<file path="src/rtl/alu_issue_stage.sv">
// Issue stage ahead of the 32-bit ALU: decodes opcode/funct fields into the ALU
// control code, resolves operand forwarding and holds one entry in a valid/ready register.
module alu_issue_stage #(
  parameter int unsigned XLEN = 32
) (
  input  logic            clk,
  input  logic            reset_n,
  input  logic            in_valid,
  output logic            in_ready,
  input  logic [6:0]      opcode,
  input  logic [2:0]      funct3,
  input  logic [6:0]      funct7,
  input  logic [4:0]      rd_in,
  input  logic [XLEN-1:0] rs1_data,
  input  logic [XLEN-1:0] rs2_data,
  input  logic [XLEN-1:0] imm,
  input  logic [1:0]      fwd_a_sel,
  input  logic [1:0]      fwd_b_sel,
  input  logic [XLEN-1:0] mem_fwd,
  input  logic [XLEN-1:0] wb_fwd,
  input  logic            flush,
  output logic            out_valid,
  input  logic            out_ready,
  output logic [XLEN-1:0] a,
  output logic [XLEN-1:0] b,
  output logic [2:0]      alucontrol,
  output logic [4:0]      rd_out,
  output logic            regwrite,
  output logic            memwrite,
  output logic            illegal
);

  typedef enum logic [2:0] {
    ALU_AND = 3'b000,
    ALU_OR  = 3'b001,
    ALU_ADD = 3'b010,
    ALU_MUL = 3'b011,
    ALU_SUB = 3'b110,
    ALU_SLT = 3'b111
  } alu_op_e;

  typedef enum logic [6:0] {
    OP_LOAD   = 7'b0000011,
    OP_STORE  = 7'b0100011,
    OP_BRANCH = 7'b1100011,
    OP_RTYPE  = 7'b0110011,
    OP_ITYPE  = 7'b0010011
  } opcode_e;

  function automatic logic [XLEN-1:0] fwd_mux(
    input logic [1:0]      sel,
    input logic [XLEN-1:0] rf,
    input logic [XLEN-1:0] memv,
    input logic [XLEN-1:0] wbv
  );
    case (sel)
      2'b01:   return memv;
      2'b10:   return wbv;
      default: return rf;
    endcase
  endfunction

  alu_op_e         w_alu;
  logic            w_regwrite;
  logic            w_memwrite;
  logic            w_illegal;
  logic            w_use_imm;
  logic [XLEN-1:0] w_a;
  logic [XLEN-1:0] w_b;
  logic            w_load;

  logic            r_valid;
  logic [XLEN-1:0] r_a;
  logic [XLEN-1:0] r_b;
  alu_op_e         r_alu;
  logic [4:0]      r_rd;
  logic            r_regwrite;
  logic            r_memwrite;
  logic            r_illegal;

  always_comb begin
    w_alu      = ALU_AND;
    w_regwrite = 1'b0;
    w_memwrite = 1'b0;
    w_illegal  = 1'b0;
    w_use_imm  = 1'b0;
    case (opcode)
      OP_LOAD: begin
        w_alu      = ALU_ADD;
        w_use_imm  = 1'b1;
        w_regwrite = 1'b1;
      end
      OP_STORE: begin
        w_alu      = ALU_ADD;
        w_use_imm  = 1'b1;
        w_memwrite = 1'b1;
      end
      OP_BRANCH: w_alu = ALU_SUB;
      OP_RTYPE: begin
        w_regwrite = 1'b1;
        if (funct7 == 7'b0000001) begin
          if (funct3 == 3'b000) w_alu = ALU_MUL;
          else                  w_illegal = 1'b1;
        end else begin
          case (funct3)
            3'b000:  w_alu = funct7[5] ? ALU_SUB : ALU_ADD;
            3'b010:  w_alu = ALU_SLT;
            3'b110:  w_alu = ALU_OR;
            3'b111:  w_alu = ALU_AND;
            default: w_illegal = 1'b1;
          endcase
        end
      end
      OP_ITYPE: begin
        w_regwrite = 1'b1;
        w_use_imm  = 1'b1;
        case (funct3)
          3'b000:  w_alu = ALU_ADD;
          3'b010:  w_alu = ALU_SLT;
          3'b110:  w_alu = ALU_OR;
          3'b111:  w_alu = ALU_AND;
          default: w_illegal = 1'b1;
        endcase
      end
      default: w_illegal = 1'b1;
    endcase
    // Illegal entries still flow downstream for the trap logic, but must not write anything.
    if (w_illegal) begin
      w_alu      = ALU_AND;
      w_regwrite = 1'b0;
      w_memwrite = 1'b0;
    end
  end

  assign w_a      = fwd_mux(fwd_a_sel, rs1_data, mem_fwd, wb_fwd);
  assign w_b      = w_use_imm ? imm : fwd_mux(fwd_b_sel, rs2_data, mem_fwd, wb_fwd);
  assign in_ready = !flush && (!r_valid || out_ready);
  assign w_load   = in_valid && in_ready;

  // Data fields only move on a load, so they hold after a drain or flush.
  always_ff @(posedge clk or negedge reset_n) begin
    if (!reset_n) begin
      r_valid    <= 1'b0;
      r_a        <= '0;
      r_b        <= '0;
      r_alu      <= ALU_AND;
      r_rd       <= '0;
      r_regwrite <= 1'b0;
      r_memwrite <= 1'b0;
      r_illegal  <= 1'b0;
    end else if (flush) begin
      r_valid <= 1'b0;
    end else if (w_load) begin
      r_valid    <= 1'b1;
      r_a        <= w_a;
      r_b        <= w_b;
      r_alu      <= w_alu;
      r_rd       <= rd_in;
      r_regwrite <= w_regwrite;
      r_memwrite <= w_memwrite;
      r_illegal  <= w_illegal;
    end else if (out_ready) begin
      r_valid <= 1'b0;
    end
  end

  assign out_valid  = r_valid;
  assign a          = r_a;
  assign b          = r_b;
  assign alucontrol = r_alu;
  assign rd_out     = r_rd;
  assign regwrite   = r_regwrite;
  assign memwrite   = r_memwrite;
  assign illegal    = r_illegal;

endmodule

</file>
<file path="config.mk">
export PLATFORM = sky130hd
export DESIGN_NAME = alu_issue_stage
export DESIGN_NICKNAME = d
export VERILOG_FILES = /design/src/rtl/alu_issue_stage.sv
export SDC_FILE = /design/constraint.sdc
export NUM_CORES = 1
export LEC_CHECK = 0
export CAP_MARGIN = 40
export CELL_PAD_IN_SITES_DETAIL_PLACEMENT = 1
export CELL_PAD_IN_SITES_GLOBAL_PLACEMENT = 2
export CORE_MARGIN = 4
export CORE_UTILIZATION = 22
export CTS_BUF_LIST = sky130_fd_sc_hd__clkbuf_8
export CTS_CLUSTER_SIZE = 14
export DETAILED_ROUTE_END_ITERATION = 10
export PLACE_DENSITY_LB_ADDON = 0.08
export SYNTH_ARGS = -nofsm -noshare
export SYNTH_HDL_FRONTEND = slang
export SYNTH_SLANG_ARGS = --single-unit
</file>
<file path="constraint.sdc">
create_clock -name clk -period 4.05 [get_ports clk]
set_clock_uncertainty 0.1 [all_clocks]
set_input_delay 1.0125 -clock clk [delete_from_list [all_inputs] [get_ports clk]]
set_output_delay 1.0125 -clock clk [all_outputs]
set_load 0.01 [all_outputs]
</file>
---- Yosys cells after proc, flatten, opt, wreduce, memory -nomap -nowiden ----
Index checks and enable logic that the tools add are counted.
storage, ports and cells
  register bits after elaboration ......... 76
  bits of input ports ..................... 191
cells by class
  eq/ne operators ......................... 13
  mux-type cells .......................... 22
  bitwise operators ....................... 1
  reduce and logical (&&, ||, !) cells .... 13
operators with widths
  cell                number
  $pmux 32 s2         2
  $mux 32             1
  $pmux 3 s3          2
  $eq 7x6->1 const B  2
  $pmux 3 s4          1
  $mux 1              11
  $mux 3              3
  $reduce_or 3->1     3
  $eq 7x1->1 const B  1
  $eq 7x2->1 const B  1
  $eq 7x5->1 const B  1
  $eq 7x7->1 const B  1
  $eq 3x3->1 const B  2
  $eq 2x1->1 const B  2
  $eq 2x2->1 const B  2
  $reduce_or 4->1     1
  $eq 3x2->1 const B  1
  $logic_not 3->1     1
  $pmux 1 s3          1
  $reduce_bool 3->1   1
  $logic_and 1x1->1   2
  $logic_not 1->1     2
  $mux 2              1
  $reduce_and 2->1    1
  other kinds (3)     3

---- Logic depth before layout (Yosys ltp) ----
Gate-level depths: netlist of run 1.
  word-level depth ........................ 6
  depth in mapped cells ................... 8
  mapped depth without buffers ............ 6

---- Least setup slack after synthesis of run 1 ----
OpenSTA, ideal clock, no wires.
  kind .................................... input -> register
  start ................................... in fwd_b_sel[0]
  end ..................................... reg r_b[19], in the netlist b[19]
  setup time .............................. 0.127 ns
  data arrival time ....................... 2.146 ns
  slack ................................... 1.677 ns
  stages on the path ...................... 8
  buffers on the path ..................... 2
  cell sequence ........................... inv_1 ha_1 clkbuf_1 clkbuf_1 a221oi_1 nor3_2 a21oi_2 o21ai_2
on the way
  word-level cells in the longest chain between the ends .. 3
  elaborated cells on any way between the ends .. 4
  classes of those cells .................. eq/ne: 2; mux: 2
ends and longest elaborated chain
  item                                      RTL line  text
  from (decl)                               18        input logic [1:0] fwd_b_sel,
  $eq 2x2->1 or $eq 2x1->1 (tied branches)  56        case (sel)
  $pmux 32 s2 (*)                           56
  $mux 32 (*)                               136       assign w_b = w_use_imm ? imm : fwd_mux(fwd_b_sel, rs2_data, mem_fwd, wb_fwd);
  to (signal assigned)                      156       r_b <= w_b;
  to (decl)                                 74        logic [XLEN-1:0] r_b;
Every way passes the cells marked *; elsewhere a longest branch is shown, timed or not.
A chain may end at the register's enable or synchronous reset.

---- Worst setup path after layout of run 1 ----
  start ................................... in out_ready
  end ..................................... out in_ready
on the way
  word-level cells in the longest chain between the ends .. 2
ends and longest elaborated chain
  item               RTL line  text
  from (decl)        23        input logic out_ready,
  $logic_or 1x1->1   137       assign in_ready = !flush && (!r_valid || out_ready);
  $logic_and 1x1->1  137
  to (decl)          9         output logic in_ready,
Every way passes these cells.

==> qor.txt, run 1 <==
========================================================================================
Result of the run ......................................................... finished, final reports clean
Aggregate global routing overflow .........................................            0
Commonest non-fill, non-tap cell in the layout ............................ clkdlybuf4s50_1
Net switching component of the power ......................................       796 uW
Final cell count without fillers ..........................................         1055
Routed wirelength normalized by instance count ............................      19.7 um
PortBufs ..................................................................          267
Total global routing track utilization ....................................        17.4%
Number of violations of the max-capacitance limit .........................            0
Placed instance count .....................................................         1039
Biggest area consumer among synthesized cells .............................      dfrtp_1
Maximum fanout encountered on the critical timing path ....................            2
Type of the most critical hold path ....................................... flop to flop
Standard-cell row count ...................................................           52
DR DRC count ..............................................................            0
Number of endpoints failing setup at the final stage ......................            0
Switching power as a share of total power .................................        31.0%
Layout Cell Area excl Fill ................................................ 0.00773 mm^2
Total negative setup slack ................................................         0 ns
Relative area change from synthesis to final layout .......................        68.9%
Number of DRC markers after the initial detailed-route iteration ..........          137
Flop pwr share ............................................................        37.0%
Number of cells upsized or downsized after cts ............................            0
Largest net degree at the start of global routing .........................           65
Clock slew at reported path FFs ...........................................      0.08 ns
HPWL reported at the end of detailed placement ............................     16300 um
CP startpoint kind ........................................................   input port
Starting density of the core ..............................................        22.5%
Shortest clock period the worst path allows after layout ..................      3.36 ns
H-tree Lvls ...............................................................            3
Fraction of final layout cells sized beyond drive strength 1 ..............        8.79%
Ant. Diodes ...............................................................            0
First-pass GRT wire length ................................................     31700 um
Share of the yosys chip area belonging to registers .......................        41.6%
P_leak ....................................................................      2.97 nW
Setup slack of the worst register-to-register path ........................      2.24 ns
Slew @ Worst Pin ..........................................................     0.719 ns
Count of pins on the block boundary .......................................          268
Post-route ant nets .......................................................            0
Hold Buf Count CTS ........................................................            0
Data required time of the worst path ......................................      2.94 ns
Post-CTS Setup Inserts ....................................................            0
Number of flops mapped to enable cells by yosys ...........................            0
Clock tree from TritonCTS .................................................        built
Synthesized netlist net count .............................................          733
Number of standard cells after synthesis ..................................          538
Routability cong. .........................................................        0.813
Core footprint ............................................................  0.0204 mm^2
Total Routed Length .......................................................     20800 um
Final worst-path cycle share ..............................................        83.1%
Post-Place Cell Area ...................................................... 0.00750 mm^2
Combinational share of power ..............................................        36.8%
TritonCTS Buffers .........................................................            9
Summed instance area of the synthesized netlist ........................... 0.00458 mm^2
Power per Cell Area .......................................................  333 mW/mm^2
Total of fill cells in the finished design ................................         2334
Clock insertion delay at the later pin of the skew report .................      0.35 ns
Total via count in the routed design ......................................         4937
Worst ir drop on vdd ......................................................       131 uV
Slew HR ...................................................................        52.1%
Yosys warning count .......................................................            0
Number of search-and-repair iterations in the first detailed-routing pass .            4
Die area ..................................................................  0.0232 mm^2
Share of synthesized flip-flops with an asynchronous set or reset .........         100%
Cells taking the most area after synthesis ................................ dfrtp_1, a221oi_1, nand2_1
Final max-slew violation count ............................................            0
Worst Path Class, Setup ................................................... input port to output pin
Vias per cell .............................................................         4.68
Sink Count ................................................................           76
Longest Clk Path Bufs .....................................................            2
Maximum clock frequency ...................................................      297 MHz
Arrival time at the worst endpoint ........................................      2.25 ns
Final Power ...............................................................      2.57 mW
Post-synth top flop .......................................................      dfrtp_1
Floorplan die width .......................................................       152 um
Area share of the largest cell type after synthesis .......................        41.6%
Setup repair after global routing missed its margin .......................        false
Util after Layout .........................................................        37.9%
Height of the die .........................................................       152 um
Vias in the first global route ............................................         5192
Number of hold violations in the final report .............................            0
Total of flip-flops plus latches after synthesis ..........................           76
Fraction of power consumed by the clock network ...........................        26.2%
Crit. End Element .........................................................   output pin
Clk root buf ..............................................................     clkbuf_8
Number of nets in the final layout ........................................          975
Internal portion of total power ...........................................      1.77 mW
Synthesized area per cell .................................................    8.50 um^2
Netlist cell types ........................................................           41
Antenna violations before repair ..........................................            1
Commonest cells after routing, fill and taps aside ........................ clkdlybuf4s50_1, dfrtp_1, nand2_1
========================================================================================
metrics by stage:
step           hold WS (ns)  worst slack, ns
5_1_grt               0.408            0.630
6_report              0.381            0.686
3_5_place_dp          0.372            0.681
3_3_place_gp          0.363            0.612
2_1_floorplan         0.410             1.68
4_1_cts               0.391            0.675
critical path, stage by stage:
cell	delay, ns
clkdlybuf4s50_1	0.48
nor2b_2	0.05
nor2_2	0.14
clkdlybuf4s50_1	0.56
layout make-up:
| cell class | instances | area (um^2) | share of cell area, % |
|---|---|---|---|
| timing repair buffer | 278 | 2820 | 36.5 |
| tap | 270 | 338 | 4.37 |
| multi-input combinational | 410 | 2430 | 31.4 |
| inverter | 5 | 18.8 | 0.243 |
| sequential | 76 | 1900 | 24.6 |
| clock buffer | 10 | 138 | 1.78 |
| clock inverter | 6 | 86.3 | 1.12 |
cells in the mapped netlist (all sizes together) (13+ instances only):
cell / n
o21ai: 68
nor2: 38
clkbuf: 33
nor2b: 35
a221oi: 32
a21oi: 67
dfrtp: 76
buf: 13
a22oi: 32
nand2: 71
nor3: 32
power by group through the flow:
stage                     sequential [mW]  clock (mW)  combinational [mW]
final                               0.950       0.673               0.947
after global routing                0.970       0.730                1.03
after CTS                           0.954       0.703               0.964
after detailed placement            0.968           0               0.960
after global placement              0.962           0               0.936
after floorplan                      1.02           0               0.301
final timing paths:
path                                start       end  cells after the start
worst max-delay path            out_ready  in_ready                      4
worst min-delay path                 a[8]      a[8]                      2
worst max register to register  out_valid     a[30]                      5
worst min register to register       a[8]      a[8]                      2
max in group asynchronous         reset_n     b[25]                      2
min in group asynchronous         reset_n      a[8]                      1
kinds of logic (layout without fill, tap and decap cells):
logic type / after synthesis / count (layout) / share of synthesized area, %
compound gates: 206 / 206 / 29.7
simple gates: 194 / 194 / 20.5
flops: 76 / 76 / 41.6
buf+inv: 52 / 299 / 5.66
mux: 6 / 6 / 1.45
fa+ha+maj: 4 / 4 / 1.09
registers in the layout, summed over array words and instances, names as in the netlist:
| name | count |
|---|---|
| a | 32 |
| alucontrol | 3 |
| b | 32 |
| illegal | 1 |
| memwrite | 1 |
| out_valid | 1 |
| rd_out | 5 |
| regwrite | 1 |
per-layer routing:
layer  global-route usage [%]  part of all wire (%)
met2                     27.5                    46
met4                     4.62                   1.7
met3                     4.06                   5.2
met5                        0                 0.058
met1                     23.8                    47
Note: power is estimated with default switching activity, not from simulation.
==> inputs of run 2 (changes only) <==
Settings changed: CORE_UTILIZATION 22 to 19.
Clock period 4.05 ns to 3.05 ns, I/O delays scaled along.
==> qor.txt, run 2 (synthesis results as in run 1) <==
========================================================================================
Power per Cell Area .......................................................  439 mW/mm^2   was 333 mW/mm^2
Commonest cells after routing, fill and taps aside ........................ clkdlybuf4s50_1, dfrtp_1, nand2_1   unchanged
Shortest clock period the worst path allows after layout ..................      2.86 ns
Total global routing track utilization ....................................        16.1%   was 17.4%
Routability cong. .........................................................        0.801   was 0.813
Worst ir drop on vdd ......................................................       142 uV   was 131 uV
Final WS setup ............................................................     0.189 ns   was 0.686 ns
P_leak ....................................................................      2.98 nW   was 2.97 nW
Arrival time at the worst endpoint ........................................      2.00 ns   was 2.25 ns
Count of pins on the block boundary .......................................          268   unchanged
DR DRC count ..............................................................            0   unchanged
Maximum fanout encountered on the critical timing path ....................            2   unchanged
Final max-slew violation count ............................................            0   unchanged
Number of DRC markers after the initial detailed-route iteration ..........          265   was 137
Starting density of the core ..............................................        19.4%   was 22.5%
Clock slew at reported path FFs ...........................................      0.08 ns   about the same
Result of the run ......................................................... finished, final reports clean   unchanged
Commonest non-fill, non-tap cell in the layout ............................ clkdlybuf4s50_1   unchanged
Final Power ...............................................................      3.42 mW   was 2.57 mW
Vias per cell .............................................................         4.45   was 4.68
Setup repair after global routing missed its margin .......................        false   unchanged
Clock tree from TritonCTS .................................................        built   unchanged
H-tree Lvls ...............................................................            3   unchanged
Maximum clock frequency ...................................................      350 MHz
Relative area change from synthesis to final layout .......................        70.6%   was 68.9%
Number of cells upsized or downsized after cts ............................            0   unchanged
Total via count in the routed design ......................................         4932   was 4937
First-pass GRT wire length ................................................     32700 um   was 31700 um
Total of fill cells in the finished design ................................         2759   was 2334
Number of nets in the final layout ........................................          979   was 975
Hold Buf Count CTS ........................................................            0   unchanged
Post-CTS Setup Inserts ....................................................            0   unchanged
Slew HR ...................................................................        51.1%   was 52.1%
Die area ..................................................................  0.0266 mm^2   was 0.0232 mm^2
Final worst-path cycle share ..............................................        93.8%
Type of the most critical hold path ....................................... input port to asynchronous set/reset pin   was flop to flop
Total Routed Length .......................................................     21700 um   was 20800 um
Clock insertion delay at the later pin of the skew report .................      0.36 ns   was 0.35 ns
HPWL reported at the end of detailed placement ............................     17200 um   was 16300 um
CP startpoint kind ........................................................   input port   unchanged
Antenna violations before repair ..........................................            5   was 1
Core footprint ............................................................  0.0236 mm^2   was 0.0204 mm^2
Aggregate global routing overflow .........................................            0   unchanged
Number of search-and-repair iterations in the first detailed-routing pass .            4   unchanged
Setup slack of the worst register-to-register path ........................      1.16 ns   was 2.24 ns
TritonCTS Buffers .........................................................            9   unchanged
Longest Clk Path Bufs .....................................................            2   unchanged
Largest net degree at the start of global routing .........................           77   was 65
Fraction of final layout cells sized beyond drive strength 1 ..............        9.14%   was 8.79%
Crit. End Element .........................................................   output pin   unchanged
Data required time of the worst path ......................................      2.19 ns   was 2.94 ns
Height of the die .........................................................       163 um   was 152 um
PortBufs ..................................................................          267   unchanged
Number of hold violations in the final report .............................            0   unchanged
Sink Count ................................................................           76   unchanged
Vias in the first global route ............................................         5296   was 5192
Slew @ Worst Pin ..........................................................     0.734 ns   was 0.719 ns
Post-route ant nets .......................................................            0   unchanged
Number of violations of the max-capacitance limit .........................            0   unchanged
Floorplan die width .......................................................       163 um   was 152 um
Clk root buf ..............................................................     clkbuf_8   unchanged
Standard-cell row count ...................................................           56   was 52
Post-place setup slack ....................................................     0.121 ns   was 0.681 ns
Total negative setup slack ................................................         0 ns   unchanged
Number of endpoints failing setup at the final stage ......................            0   unchanged
Worst Path Class, Setup ................................................... input port to output pin   unchanged
Routed wirelength normalized by instance count ............................      19.6 um   was 19.7 um
========================================================================================
-- run 2: worst max-delay path, stage by stage --
cell and delay, ns:
clkdlybuf4s50_1 0.48, nor2b_2 0.05, nor2_2 0.14, clkdlybuf4s50_1 0.56
-- run 2: metrics by stage --
step           util (%)  hold slack (ns)  cells  instance area (um^2)
2_1_floorplan         -            0.367    538                  4580
3_3_place_gp       32.1            0.364   1092                  7580
3_5_place_dp       32.1            0.373   1092                  7580
4_1_cts            33.0            0.327   1107                  7800
5_1_grt            33.1            0.315   1108                  7810
6_report           33.1            0.290   1108                  7810
-- run 2: final cells by class --
type	instances	area, um^2	share of cell area [%]
Multi-Input combinational cell	410	2430	31.1
Tap cell	319	399	5.11
Timing Repair Buffer	282	2830	36.3
Clock inverter	4	72.6	0.930
Antenna cell	1	2.50	0.0321
Sequential cell	76	1900	24.4
Clock buffer	11	151	1.94
Inverter	5	18.8	0.240
-- run 2: per-layer routing --
layer  GRT usage [%]  vias up  wire (um)
li1                -     2431          -
met1            22.1     2326       9990
met2            25.3      145       9980
met3            3.91       22       1410
met4            4.46        8        315
met5               0        -         56
-- run 2: worst paths after layout --
kind,end,depth (start not counted),startpoint
setup / recovery,in_ready,4,out_ready
hold / removal,a[5],2,reset_n
setup reg to reg,memwrite,5,out_valid
hold reg to reg,a[7],2,a[7]
max in group asynchronous,b[13],2,reset_n
min in group clk,a[7],2,a[7]
-- run 2: power by group --
group | switching (mW) | internal, mW
sequential | 0.0929 | 1.17
combinational | 0.561 | 0.706
clock | 0.394 | 0.500
total | 1.05 | 2.38
